==> src/rtl/be_seq_ctrl_if.sv <==
// be_seq_ctrl_if: equalizer configuration handshake between the tap producer and be_seq_ctrl.
// Signals: i_cfg_valid (producer offers taps), i_cfg_hm1/i_cfg_hp1/i_cfg_hx (8-bit offered taps),
//          o_cfg_ready (controller accepts the offer this cycle).
// Modports: master = tap producer, slave = be_seq_ctrl.
interface be_seq_ctrl_if;
  logic       i_cfg_valid;
  logic [7:0] i_cfg_hm1;
  logic [7:0] i_cfg_hp1;
  logic [7:0] i_cfg_hx;
  logic       o_cfg_ready;
  modport master (output i_cfg_valid, i_cfg_hm1, i_cfg_hp1, i_cfg_hx, input o_cfg_ready);
  modport slave (input i_cfg_valid, i_cfg_hm1, i_cfg_hp1, i_cfg_hx, output o_cfg_ready);
endinterface

==> src/rtl/be_seq_ctrl.sv <==
// be_seq_ctrl: backend bring-up sequencer (enable, stage reset, tap configuration, pipeline flush, run).
// Ports: i_clk_dig_be clock; i_rstb_dig_be async active-low reset; i_start/i_stop one-cycle pulses;
//        cfg_bus configuration handshake (slave); o_en_* stage enables; o_rst_* stage resets;
//        o_eq_* applied taps; o_busy sequence in progress; o_drx_valid receive data trustworthy.
module be_seq_ctrl #(
  parameter int RST_CYCLES   = 4,
  parameter int FLUSH_CYCLES = 8
) (
  input  logic              i_clk_dig_be,
  input  logic              i_rstb_dig_be,
  input  logic              i_start,
  input  logic              i_stop,
  be_seq_ctrl_if.slave      cfg_bus,
  output logic              o_en_alu,
  output logic              o_en_filt,
  output logic              o_en_dec,
  output logic              o_rst_alu,
  output logic              o_rst_filt,
  output logic              o_rst_dec,
  output logic [7:0]        o_eq_hm1,
  output logic [7:0]        o_eq_hp1,
  output logic [7:0]        o_eq_hx,
  output logic              o_busy,
  output logic              o_drx_valid
);
  typedef enum logic [2:0] {S_IDLE, S_ENABLE, S_RESET, S_CFG, S_FLUSH, S_RUN} state_t;
  localparam logic [7:0] RST_LAST   = 8'(RST_CYCLES - 1);
  localparam logic [7:0] FLUSH_LAST = 8'(FLUSH_CYCLES - 1);
  state_t     r_state, w_next;
  logic [7:0] r_cnt, w_cnt_next;
  logic       w_ready, w_acc;
  logic       r_en, r_rst, r_busy, r_drx;
  logic [7:0] r_eq_hm1, r_eq_hp1, r_eq_hx;
  assign w_ready = (r_state == S_CFG) || (r_state == S_RUN);
  // A stop in the same cycle cancels the acceptance so the taps are retained.
  assign w_acc = w_ready && cfg_bus.i_cfg_valid && !i_stop;
  assign cfg_bus.o_cfg_ready = w_ready;
  always_comb begin
    w_next = r_state;
    case (r_state)
      S_IDLE:   w_next = i_start ? S_ENABLE : S_IDLE;
      S_ENABLE: w_next = S_RESET;
      S_RESET:  w_next = (r_cnt >= RST_LAST) ? S_CFG : S_RESET;
      S_CFG:    w_next = w_acc ? S_FLUSH : S_CFG;
      S_FLUSH:  w_next = (r_cnt >= FLUSH_LAST) ? S_RUN : S_FLUSH;
      S_RUN:    w_next = w_acc ? S_FLUSH : S_RUN;
      default:  w_next = S_IDLE;
    endcase
    if (i_stop) w_next = S_IDLE;
    // Counter restarts on every state change (including RUN->FLUSH) and saturates at 8'hFF.
    w_cnt_next = (w_next != r_state) ? 8'd0 : (&r_cnt ? r_cnt : r_cnt + 8'd1);
  end
  // Outputs are registered from the next state so they line up with the state they describe.
  always_ff @(posedge i_clk_dig_be or negedge i_rstb_dig_be) begin
    if (!i_rstb_dig_be) begin
      r_state  <= S_IDLE;
      r_cnt    <= 8'd0;
      r_en     <= 1'b0;
      r_rst    <= 1'b0;
      r_busy   <= 1'b0;
      r_drx    <= 1'b0;
      r_eq_hm1 <= 8'h00;
      r_eq_hp1 <= 8'h00;
      r_eq_hx  <= 8'h00;
    end else begin
      r_state <= w_next;
      r_cnt   <= w_cnt_next;
      r_en    <= w_next != S_IDLE;
      r_rst   <= w_next == S_RESET;
      r_busy  <= w_next inside {S_ENABLE, S_RESET, S_CFG, S_FLUSH};
      r_drx   <= w_next == S_RUN;
      if (w_acc) begin
        r_eq_hm1 <= cfg_bus.i_cfg_hm1;
        r_eq_hp1 <= cfg_bus.i_cfg_hp1;
        r_eq_hx  <= cfg_bus.i_cfg_hx;
      end
    end
  end
  assign o_en_alu    = r_en;
  assign o_en_filt   = r_en;
  assign o_en_dec    = r_en;
  assign o_rst_alu   = r_rst;
  assign o_rst_filt  = r_rst;
  assign o_rst_dec   = r_rst;
  assign o_busy      = r_busy;
  assign o_drx_valid = r_drx;
  assign o_eq_hm1    = r_eq_hm1;
  assign o_eq_hp1    = r_eq_hp1;
  assign o_eq_hx     = r_eq_hx;
endmodule

==> src/flat_wrapper.sv <==
// flat-port wrapper written by rule: the top's interface ports become plain ports
module be_seq_ctrl_flat 
#(
  parameter int RST_CYCLES   = 4,
  parameter int FLUSH_CYCLES = 8
)
  (i_clk_dig_be, i_rstb_dig_be, i_start, i_stop, o_en_alu, o_en_filt, o_en_dec, o_rst_alu, o_rst_filt, o_rst_dec, o_eq_hm1, o_eq_hp1, o_eq_hx, o_busy, o_drx_valid, cfg_bus_i_cfg_valid, cfg_bus_i_cfg_hm1, cfg_bus_i_cfg_hp1, cfg_bus_i_cfg_hx, cfg_bus_o_cfg_ready);
  be_seq_ctrl_if cfg_bus_i ();
  input  logic i_clk_dig_be;
  input  logic i_rstb_dig_be;
  input  logic i_start;
  input  logic i_stop;
  output logic o_en_alu;
  output logic o_en_filt;
  output logic o_en_dec;
  output logic o_rst_alu;
  output logic o_rst_filt;
  output logic o_rst_dec;
  output logic [7:0] o_eq_hm1;
  output logic [7:0] o_eq_hp1;
  output logic [7:0] o_eq_hx;
  output logic o_busy;
  output logic o_drx_valid;
  input wire logic [$bits(cfg_bus_i.i_cfg_valid)-1:0] cfg_bus_i_cfg_valid;
  input wire logic [$bits(cfg_bus_i.i_cfg_hm1)-1:0] cfg_bus_i_cfg_hm1;
  input wire logic [$bits(cfg_bus_i.i_cfg_hp1)-1:0] cfg_bus_i_cfg_hp1;
  input wire logic [$bits(cfg_bus_i.i_cfg_hx)-1:0] cfg_bus_i_cfg_hx;
  output wire logic [$bits(cfg_bus_i.o_cfg_ready)-1:0] cfg_bus_o_cfg_ready;
  assign cfg_bus_i.i_cfg_valid = cfg_bus_i_cfg_valid;
  assign cfg_bus_i.i_cfg_hm1 = cfg_bus_i_cfg_hm1;
  assign cfg_bus_i.i_cfg_hp1 = cfg_bus_i_cfg_hp1;
  assign cfg_bus_i.i_cfg_hx = cfg_bus_i_cfg_hx;
  assign cfg_bus_o_cfg_ready = cfg_bus_i.o_cfg_ready;
  be_seq_ctrl #(.RST_CYCLES(RST_CYCLES), .FLUSH_CYCLES(FLUSH_CYCLES)) u_core (.i_clk_dig_be(i_clk_dig_be), .i_rstb_dig_be(i_rstb_dig_be), .i_start(i_start), .i_stop(i_stop), .cfg_bus(cfg_bus_i), .o_en_alu(o_en_alu), .o_en_filt(o_en_filt), .o_en_dec(o_en_dec), .o_rst_alu(o_rst_alu), .o_rst_filt(o_rst_filt), .o_rst_dec(o_rst_dec), .o_eq_hm1(o_eq_hm1), .o_eq_hp1(o_eq_hp1), .o_eq_hx(o_eq_hx), .o_busy(o_busy), .o_drx_valid(o_drx_valid));
endmodule
==> config.mk <==
export PLATFORM = sky130hd
export DESIGN_NAME = be_seq_ctrl_flat
export DESIGN_NICKNAME = d
export VERILOG_FILES = /design/src/rtl/be_seq_ctrl_if.sv /design/src/rtl/be_seq_ctrl.sv /design/src/flat_wrapper.sv
export SDC_FILE = /design/constraint.sdc
export NUM_CORES = 1
export LEC_CHECK = 0
export CAP_MARGIN = 10
export CORE_MARGIN = 4
export CORE_UTILIZATION = 50
export CTS_BUF_LIST = sky130_fd_sc_hd__clkbuf_2
export DETAILED_ROUTE_END_ITERATION = 10
export PLACE_DENSITY = 0.87
export SYNTH_ARGS = -nofsm -noshare
export SYNTH_HDL_FRONTEND = slang
export SYNTH_SLANG_ARGS = --single-unit
==> constraint.sdc <==
create_clock -name i_clk_dig_be -period 2.9 [get_ports i_clk_dig_be]
set_input_delay 0.725 -clock i_clk_dig_be [delete_from_list [all_inputs] [get_ports i_clk_dig_be]]
set_output_delay 0.725 -clock i_clk_dig_be [all_outputs]
set_load 0.03 [all_outputs]
==> metrics.txt, run 1 <==
# TYPE chip_impl_metric gauge
chip_impl_metric{name="synth_seq_area_share",unit="%"} 55.0
chip_impl_info{name="final_common_cell",value="clkdlybuf4s50_1"} 1
chip_impl_info{name="clock_tree_from_tritoncts",value="built"} 1
chip_impl_metric{name="power.density_cell_area",unit="nW/um2"} 806
chip_impl_metric{name="post_cts_resized",unit=""} 0
chip_impl_metric{name="number_of_enable_type_register_cells_in_the_synthesized_netlist",unit=""} 0
chip_impl_metric{name="drc",unit=""} 0
chip_impl_info{name="path_class",value="flop to output port"} 1
chip_impl_metric{name="grt.met2_usage",unit="%"} 30.1
chip_impl_metric{name="synth-seq-cells",unit=""} 39
chip_impl_metric{name="initial_core_util",unit="%"} 52.3
chip_impl_metric{name="worst_vdd_rail_ir_drop",unit="uV"} 519
chip_impl_info{name="worstReg2RegStart",value="u_core.r_state[0]$_DFF_PN0_"} 1
chip_impl_metric{name="hold_buffers",unit=""} 0
chip_impl_metric{name="post_cts_buffers",unit=""} 0
chip_impl_metric{name="number_of_clock_buffers_inserted_by_tritoncts",unit=""} 5
chip_impl_metric{name="dieArea",unit="um2"} 4570
chip_impl_metric{name="timing.max_cap.violations",unit=""} 0
chip_impl_metric{name="cts_max_level",unit=""} 2
chip_impl_metric{name="clk_path_buf_depth",unit=""} 2
chip_impl_metric{name="timing.final.crit_period",unit="ns"} 2.73
chip_impl_info{name="cts-root-buf",value="clkbuf_2"} 1
chip_impl_metric{name="timing.final.max_slew_violations",unit=""} 0
chip_impl_info{name="top_usage_layer",value="met2"} 1
chip_impl_info{name="endpoint_type_of_the_worst_setup_path",value="output port"} 1
chip_impl_metric{name="tightest_pin_transition",unit="ns"} 0.823
chip_impl_info{name="path_cells",value="xnor2_1 > nor2b_1 > clkdlybuf4s50_1"} 1
chip_impl_metric{name="final_cells",unit=""} 247
chip_impl_metric{name="comb_power_share",unit="%"} 43.7
chip_impl_metric{name="finalSetupViolations",unit=""} 0
chip_impl_metric{name="rows",unit=""} 21
chip_impl_metric{name="reg2reg_slack",unit="ns"} 0.98
chip_impl_metric{name="total_switching_power",unit="mW"} 0.739
chip_impl_metric{name="dieHeight",unit="um"} 67.6
chip_impl_metric{name="max_slew_margin",unit="%"} 45.1
chip_impl_metric{name="power.share.switching",unit="%"} 37.7
chip_impl_metric{name="required",unit="ns"} 2.17
chip_impl_metric{name="syn-cell-area",unit="um2"} 1770
chip_impl_metric{name="globalplace.congestion",unit=""} 0.927
chip_impl_metric{name="globalRoute.totalOverflow",unit=""} 0
chip_impl_metric{name="crit_fanout",unit=""} 10
chip_impl_info{name="regToRegEndpoint",value="u_core.o_en_alu$_DFF_PN0_"} 1
chip_impl_metric{name="layout.nets",unit=""} 230
chip_impl_metric{name="fraction_of_final_layout_cells_sized_beyond_drive_strength_1",unit="%"} 9.45
chip_impl_metric{name="clkSinkCount",unit=""} 39
chip_impl_metric{name="p_leak",unit="nW"} 1.05
chip_impl_metric{name="synth-warning-count",unit=""} 0
chip_impl_metric{name="detail_route.wl_per_cell",unit="um"} 15.8
chip_impl_metric{name="core_area",unit="um2"} 3390
chip_impl_metric{name="finClkSkew",unit="ns"} 0.0201
chip_impl_metric{name="power.clock.fraction",unit="%"} 16.3
chip_impl_metric{name="global_route.usage.met3",unit="%"} 6.99
chip_impl_metric{name="drt_pass1_iterations",unit=""} 4
chip_impl_metric{name="totalWireLength",unit="um"} 3900
chip_impl_metric{name="clock_insertion_delay_worst_skew",unit="ns"} 0.40
chip_impl_info{name="rsz0062_at_grt",value="false"} 1
chip_impl_metric{name="report.final.hold_viol_count",unit=""} 0
chip_impl_metric{name="use_met1",unit="%"} 21.9
chip_impl_metric{name="p_seq_share",unit="%"} 40.0
chip_impl_metric{name="worst_case_reg_to_reg_path_depth",unit=""} 4
chip_impl_metric{name="async_flop_share",unit="%"} 100
chip_impl_metric{name="fmax",unit="MHz"} 367
chip_impl_metric{name="area_delta_synth_final",unit="%"} 37.1
chip_impl_metric{name="finalSetupTns",unit="ns"} 0
chip_impl_metric{name="syn_area_per_cell",unit="um2"} 12.6
chip_impl_info{name="commonest_cells_after_routing_fill_and_taps_aside",value="clkdlybuf4s50_1, dfrtp_1, mux2_1"} 1
chip_impl_metric{name="arrival",unit="ns"} 2.00
chip_impl_metric{name="final_antenna_net_count",unit=""} 0
chip_impl_metric{name="yosysUniqueCellTypes",unit=""} 37
chip_impl_metric{name="cts.clk_slew.worst_paths",unit="ns"} 0.20
chip_impl_metric{name="dp.cells",unit=""} 239
chip_impl_metric{name="n_antenna_cell",unit=""} 0
chip_impl_info{name="status",value="finished clean"} 1
chip_impl_info{name="synth-main-ff-cell",value="dfrtp_1"} 1
chip_impl_metric{name="crit_path_max_incr_delay",unit="ns"} 0.60
chip_impl_metric{name="via_count_of_the_first_global_routing_pass",unit=""} 1374
chip_impl_metric{name="port_buffer_count",unit=""} 61
chip_impl_metric{name="fin_total_pwr",unit="mW"} 1.96
chip_impl_metric{name="avgViaCountPerCell",unit=""} 5.44
chip_impl_metric{name="p_int",unit="mW"} 1.22
chip_impl_metric{name="number_of_antenna_violations_at_the_first_check_in_global_routing",unit=""} 0
chip_impl_metric{name="detailedRoute.firstIterationViolations",unit=""} 67
chip_impl_info{name="cpMaxStageDelayCell",value="clkdlybuf4s50_1"} 1
chip_impl_metric{name="route.vias.total",unit=""} 1344
chip_impl_metric{name="floorplan.io_pins",unit=""} 62
chip_impl_info{name="worstSetupStartpointType",value="flop"} 1
chip_impl_metric{name="groute.usage.overall",unit="%"} 19.0
chip_impl_metric{name="fin_crit_sh",unit="%"} 94.0
chip_impl_metric{name="post_synth_inst_count",unit=""} 141
chip_impl_metric{name="die_x",unit="um"} 67.6
chip_impl_metric{name="global_route_wire_length_before_repair",unit="um"} 6350
chip_impl_metric{name="grt_start_max_net_pins",unit=""} 40
chip_impl_metric{name="dp.final_hpwl",unit="um"} 2930
chip_impl_info{name="min-delay-path-class",value="input port to asynchronous set/reset pin"} 1
chip_impl_metric{name="synth.net_count",unit=""} 171
==> critical path, delay by kind of cell, from the launching register on <==
kind | cells | cell delay, ns
buffers and inverters | 1 | 0.60
xor gates and xnor gates | 1 | 0.41
and+or+nand+nor | 1 | 0.09
DFF | 1 | 0.52
==> power groups by stage <==
stage          Clock [mW]  Combinational [mW]  Sequential (mW)
2_1_floorplan           0               0.244             1.04
3_3_place_gp            0               0.847            0.787
3_5_place_dp            0               0.866            0.797
4_1_cts             0.327               0.868            0.784
5_1_grt             0.354               0.912            0.803
6_report            0.320               0.857            0.783
==> flip-flops by register name, summed over array words and instances (netlist names) <==
signal and cells:
u_core.o_busy 1, u_core.o_drx_valid 1, u_core.o_en_alu 1, u_core.o_eq_hm1 8, u_core.o_eq_hp1 8, u_core.o_eq_hx 8, u_core.o_rst_alu 1, u_core.r_cnt 8
u_core.r_state 3
==> cell type report <==
class	instances	area (um2)
Sequential cell	39	976
Fill cell	226	957
Multi-Input combinational cell	91	714
Timing Repair Buffer	63	621
Tap cell	46	57.6
Clock inverter	3	38.8
Clock buffer	5	25.0
==> routing by layer <==
layer  routed length (um)  up-vias
met1                 1560      626
met5                    0        -
li1                     -      629
met2                 1880       81
met3                  374        8
met4                   91        0
==> per-stage QoR <==
step | instance area [um2] | util, % | setup WS [ns] | hold WS (ns)
2_1_floorplan | 1770 | - | 0.932 | 0.429
3_3_place_gp | 2370 | 69.9 | 0.494 | 0.469
3_5_place_dp | 2370 | 69.9 | 0.437 | 0.474
4_1_cts | 2430 | 71.8 | 0.150 | 0.405
5_1_grt | 2430 | 71.8 | 0.0389 | 0.402
6_report | 2430 | 71.8 | 0.173 | 0.387
==> cell families (layout without fill, tap and decap cells) <==
| family | after synthesis | in the layout | share of synthesized area [%] |
|---|---|---|---|
| AOI/OAI and AO/OA | 20 | 20 | 8.60 |
| buffers and inverters | 11 | 71 | 4.87 |
| muxes | 26 | 26 | 16.4 |
| DFF | 39 | 39 | 55.0 |
| and+or+nand+nor | 42 | 42 | 13.5 |
| xor gates and xnor gates | 2 | 2 | 0.987 |
| adders and majority gates | 1 | 1 | 0.705 |
==> how the worst max path moves through the flow <==
stage,startpoint,end,slack (ns)
final,u_core.r_state[1]$_DFF_PN0_,cfg_bus_o_cfg_ready,0.17
after CTS,u_core.r_state[1]$_DFF_PN0_,cfg_bus_o_cfg_ready,0.15
after global placement,cfg_bus_i_cfg_valid,u_core.r_cnt[0]$_DFFE_PN0P_,0.49
after detailed placement,cfg_bus_i_cfg_valid,u_core.r_cnt[7]$_DFFE_PN0P_,0.44
after global routing,u_core.r_state[1]$_DFF_PN0_,cfg_bus_o_cfg_ready,0.04
after floorplan,i_stop,u_core.o_eq_hm1[0]$_DFFE_PN0P_,0.93
==> cells in the mapped netlist (2+ instances only) <==
cell type / n / area, um2
and3_1: 2 / 12.5
buf_6: 3 / 33.8
nor3_1: 7 / 35.0
mux2_1: 20 / 225
a211o_1: 2 / 17.5
mux2i_1: 2 / 20.0
mux2_2: 4 / 45.0
nand2_1: 4 / 15.0
nor2_1: 7 / 26.3
o31ai_1: 2 / 15.0
o21ai_0: 5 / 25.0
nor3b_1: 2 / 15.0
a31oi_1: 3 / 18.8
or3_1: 2 / 12.5
buf_2: 3 / 15.0
dfrtp_1: 39 / 976
nor4_1: 4 / 25.0
buf_4: 5 / 37.5
nor2b_1: 3 / 18.8
nand3_1: 5 / 25.0
(Power assumes the default switching activity.)
==> run 2: changes to the inputs <==
--- a/config.mk
+++ b/config.mk
@@ -6,11 +6,11 @@
 export NUM_CORES = 1
 export LEC_CHECK = 0
 export CAP_MARGIN = 10
-export CORE_MARGIN = 4
-export CORE_UTILIZATION = 50
+export CORE_MARGIN = 2
+export CORE_UTILIZATION = 35
 export CTS_BUF_LIST = sky130_fd_sc_hd__clkbuf_2
 export DETAILED_ROUTE_END_ITERATION = 10
-export PLACE_DENSITY = 0.87
+export SETUP_SLACK_MARGIN = 0.05
 export SYNTH_ARGS = -nofsm -noshare
 export SYNTH_HDL_FRONTEND = slang
 export SYNTH_SLANG_ARGS = --single-unit
==> metrics.txt, run 2 (synthesis gave the netlist of run 1 again) <==
# TYPE chip_impl_metric gauge
chip_impl_info{name="status",value="finished clean"} 1
chip_impl_metric{name="fin_crit_sh",unit="%"} 92.6
chip_impl_metric{name="final_antenna_net_count",unit=""} 0
chip_impl_metric{name="layout.nets",unit=""} 230
chip_impl_metric{name="clock_insertion_delay_worst_skew",unit="ns"} 0.38
chip_impl_metric{name="hold_buffers",unit=""} 0
chip_impl_metric{name="power.density_cell_area",unit="nW/um2"} 822
chip_impl_metric{name="fin_area",unit="um2"} 2480
chip_impl_metric{name="post_cts_buffers",unit=""} 0
chip_impl_info{name="min-delay-path-class",value="input port to asynchronous set/reset pin"} 1
chip_impl_metric{name="global_route_wire_length_before_repair",unit="um"} 6090
chip_impl_metric{name="report.final.hold_viol_count",unit=""} 0
chip_impl_metric{name="clk_path_buf_depth",unit=""} 2
chip_impl_metric{name="totalWireLength",unit="um"} 3840
chip_impl_metric{name="finClkSkew",unit="ns"} 0.0160
chip_impl_info{name="worstSetupStartpointType",value="flop"} 1
chip_impl_metric{name="p_leak",unit="nW"} 1.07
chip_impl_metric{name="floorplan.io_pins",unit=""} 62
chip_impl_metric{name="route.vias.total",unit=""} 1351
chip_impl_metric{name="number_of_clock_buffers_inserted_by_tritoncts",unit=""} 5
chip_impl_metric{name="finalSetupTns",unit="ns"} 0
chip_impl_info{name="cts-root-buf",value="clkbuf_2"} 1
chip_impl_metric{name="met2_length",unit="um"} 1800
chip_impl_metric{name="die_x",unit="um"} 75.2
chip_impl_metric{name="detailedRoute.firstIterationViolations",unit=""} 68
chip_impl_metric{name="arrival",unit="ns"} 1.96
chip_impl_info{name="clock_tree_from_tritoncts",value="built"} 1
chip_impl_metric{name="final_core_util",unit="%"} 51.6
chip_impl_metric{name="wl_met3",unit="um"} 288
chip_impl_info{name="commonest_cells_after_routing_fill_and_taps_aside",value="clkdlybuf4s50_1, dfrtp_1, mux2_1"} 1
chip_impl_metric{name="cts_max_level",unit=""} 2
chip_impl_metric{name="crit_fanout",unit=""} 10
chip_impl_metric{name="dieHeight",unit="um"} 75.2
chip_impl_metric{name="number_of_antenna_violations_at_the_first_check_in_global_routing",unit=""} 0
chip_impl_metric{name="n_fill_cell",unit=""} 450
chip_impl_metric{name="area_delta_synth_final",unit="%"} 40.1
chip_impl_metric{name="dieArea",unit="um2"} 5650
chip_impl_info{name="rsz0062_at_grt",value="false"} 1
chip_impl_metric{name="post_cts_resized",unit=""} 0
chip_impl_info{name="top_layer_used",value="met4"} 1
chip_impl_metric{name="wl_met1",unit="um"} 1700
chip_impl_metric{name="timing.final.max_slew_violations",unit=""} 0
chip_impl_metric{name="worst_vdd_rail_ir_drop",unit="uV"} 315
chip_impl_metric{name="via_count_of_the_first_global_routing_pass",unit=""} 1376
chip_impl_info{name="final_common_cell",value="clkdlybuf4s50_1"} 1
chip_impl_metric{name="cts.clk_slew.worst_paths",unit="ns"} 0.18
chip_impl_metric{name="core_area",unit="um2"} 4820
chip_impl_metric{name="initial_core_util",unit="%"} 36.8
chip_impl_info{name="endpoint_type_of_the_worst_setup_path",value="output port"} 1
chip_impl_metric{name="reg2reg_slack",unit="ns"} 1.03
chip_impl_info{name="regToRegEndpoint",value="u_core.r_cnt[6]$_DFFE_PN0P_"} 1
chip_impl_metric{name="grt_start_max_net_pins",unit=""} 40
chip_impl_metric{name="port_buffer_count",unit=""} 61
chip_impl_metric{name="avgViaCountPerCell",unit=""} 5.04
chip_impl_metric{name="max_slew_margin",unit="%"} 43.9
chip_impl_metric{name="finalSetupViolations",unit=""} 0
chip_impl_metric{name="required",unit="ns"} 2.17
chip_impl_metric{name="fraction_of_final_layout_cells_sized_beyond_drive_strength_1",unit="%"} 9.95
chip_impl_info{name="worstReg2RegStart",value="u_core.r_cnt[0]$_DFFE_PN0P_"} 1
chip_impl_metric{name="globalRoute.totalOverflow",unit=""} 0
chip_impl_metric{name="drc",unit=""} 0
chip_impl_metric{name="detail_route.wl_per_cell",unit="um"} 14.3
chip_impl_info{name="startpoint",value="u_core.r_state[1]$_DFF_PN0_"} 1
chip_impl_metric{name="globalplace.congestion",unit=""} 0.960
chip_impl_metric{name="fmax",unit="MHz"} 373
chip_impl_metric{name="worst_case_reg_to_reg_path_depth",unit=""} 5
chip_impl_info{name="worstSetupEndpoint",value="cfg_bus_o_cfg_ready"} 1
chip_impl_metric{name="tightest_pin_transition",unit="ns"} 0.841
chip_impl_metric{name="rows",unit=""} 25
chip_impl_metric{name="place_area",unit="um2"} 2390
chip_impl_info{name="path_class",value="flop to output port"} 1
chip_impl_metric{name="drt_pass1_iterations",unit=""} 4
chip_impl_metric{name="dp.final_hpwl",unit="um"} 2850
chip_impl_metric{name="clkSinkCount",unit=""} 39
chip_impl_metric{name="timing.max_cap.violations",unit=""} 0
chip_impl_metric{name="groute.usage.overall",unit="%"} 14.2
chip_impl_metric{name="timing.final.crit_period",unit="ns"} 2.68
chip_impl_metric{name="n_antenna_cell",unit=""} 0
## run 2: cell count changes in the layout (fill, tap and decap cells not counted)
cell / change
clkinv_2: -1
clkinv_1: -1
bufinv_16: +1
clkbuf_2: +1
## run 2: metal layers
layer / vias up / track usage [%]
met2: 54 / 24.5
met1: 657 / 16.7
li1: 635 / -
met4: 0 / 4.68
met5: - / 0
met3: 5 / 4.69
## run 2: worst min path at each step
| stage | from | end | slack (ns) | cells past startpoint |
|---|---|---|---|---|
| finish | i_rstb_dig_be | u_core.o_eq_hm1[5]$_DFFE_PN0P_ | 0.42 | 1 |
| global route | i_rstb_dig_be | u_core.o_eq_hp1[0]$_DFFE_PN0P_ | 0.46 | 1 |
| CTS | i_rstb_dig_be | u_core.o_eq_hp1[0]$_DFFE_PN0P_ | 0.43 | 1 |
| detailed placement | u_core.o_eq_hm1[5]$_DFFE_PN0P_ | u_core.o_eq_hm1[5]$_DFFE_PN0P_ | 0.47 | 1 |
| global placement | u_core.o_eq_hx[5]$_DFFE_PN0P_ | u_core.o_eq_hx[5]$_DFFE_PN0P_ | 0.47 | 1 |
| floorplan | i_rstb_dig_be | u_core.o_busy$_DFF_PN0_ | 0.43 | 0 |
## run 2: stage by stage
step | total power, mW | hold slack, ns | worst slack (ns) | cells
finish | 2.04 | 0.423 | 0.216 | 268
global route | 2.15 | 0.455 | 0.0814 | 268
CTS | 2.08 | 0.427 | 0.188 | 268
detailed placement | 1.66 | 0.474 | 0.433 | 260
global placement | 1.64 | 0.467 | 0.456 | 260
floorplan | 1.28 | 0.429 | 0.932 | 141
## run 2: area by class of cell
cell class              instances  area, um2  share of cell area (%)
clock inverters                 2       60.1                    2.42
multi-input cells              91        714                    28.8
clock buffers                   6       30.0                    1.21
well taps                      67       83.8                    3.37
repair buffers                 63        621                    25.0
flip-flops and latches         39        976                    39.3
## run 2: report_power, final
| part | leakage, nW | internal [mW] | switching [mW] |
|---|---|---|---|
| Sequential | 0.517 | 0.691 | 0.0901 |
| Combinational | 0.497 | 0.389 | 0.466 |
| Clock | 0.0532 | 0.236 | 0.171 |
| Total | 1.07 | 1.32 | 0.727 |
## run 2: worst max-delay path, cell delays in order (launching register included)
cell and delay, ns:
dfrtp_1 0.51, xnor2_1 0.39, nor2b_1 0.09, clkdlybuf4s50_1 0.60
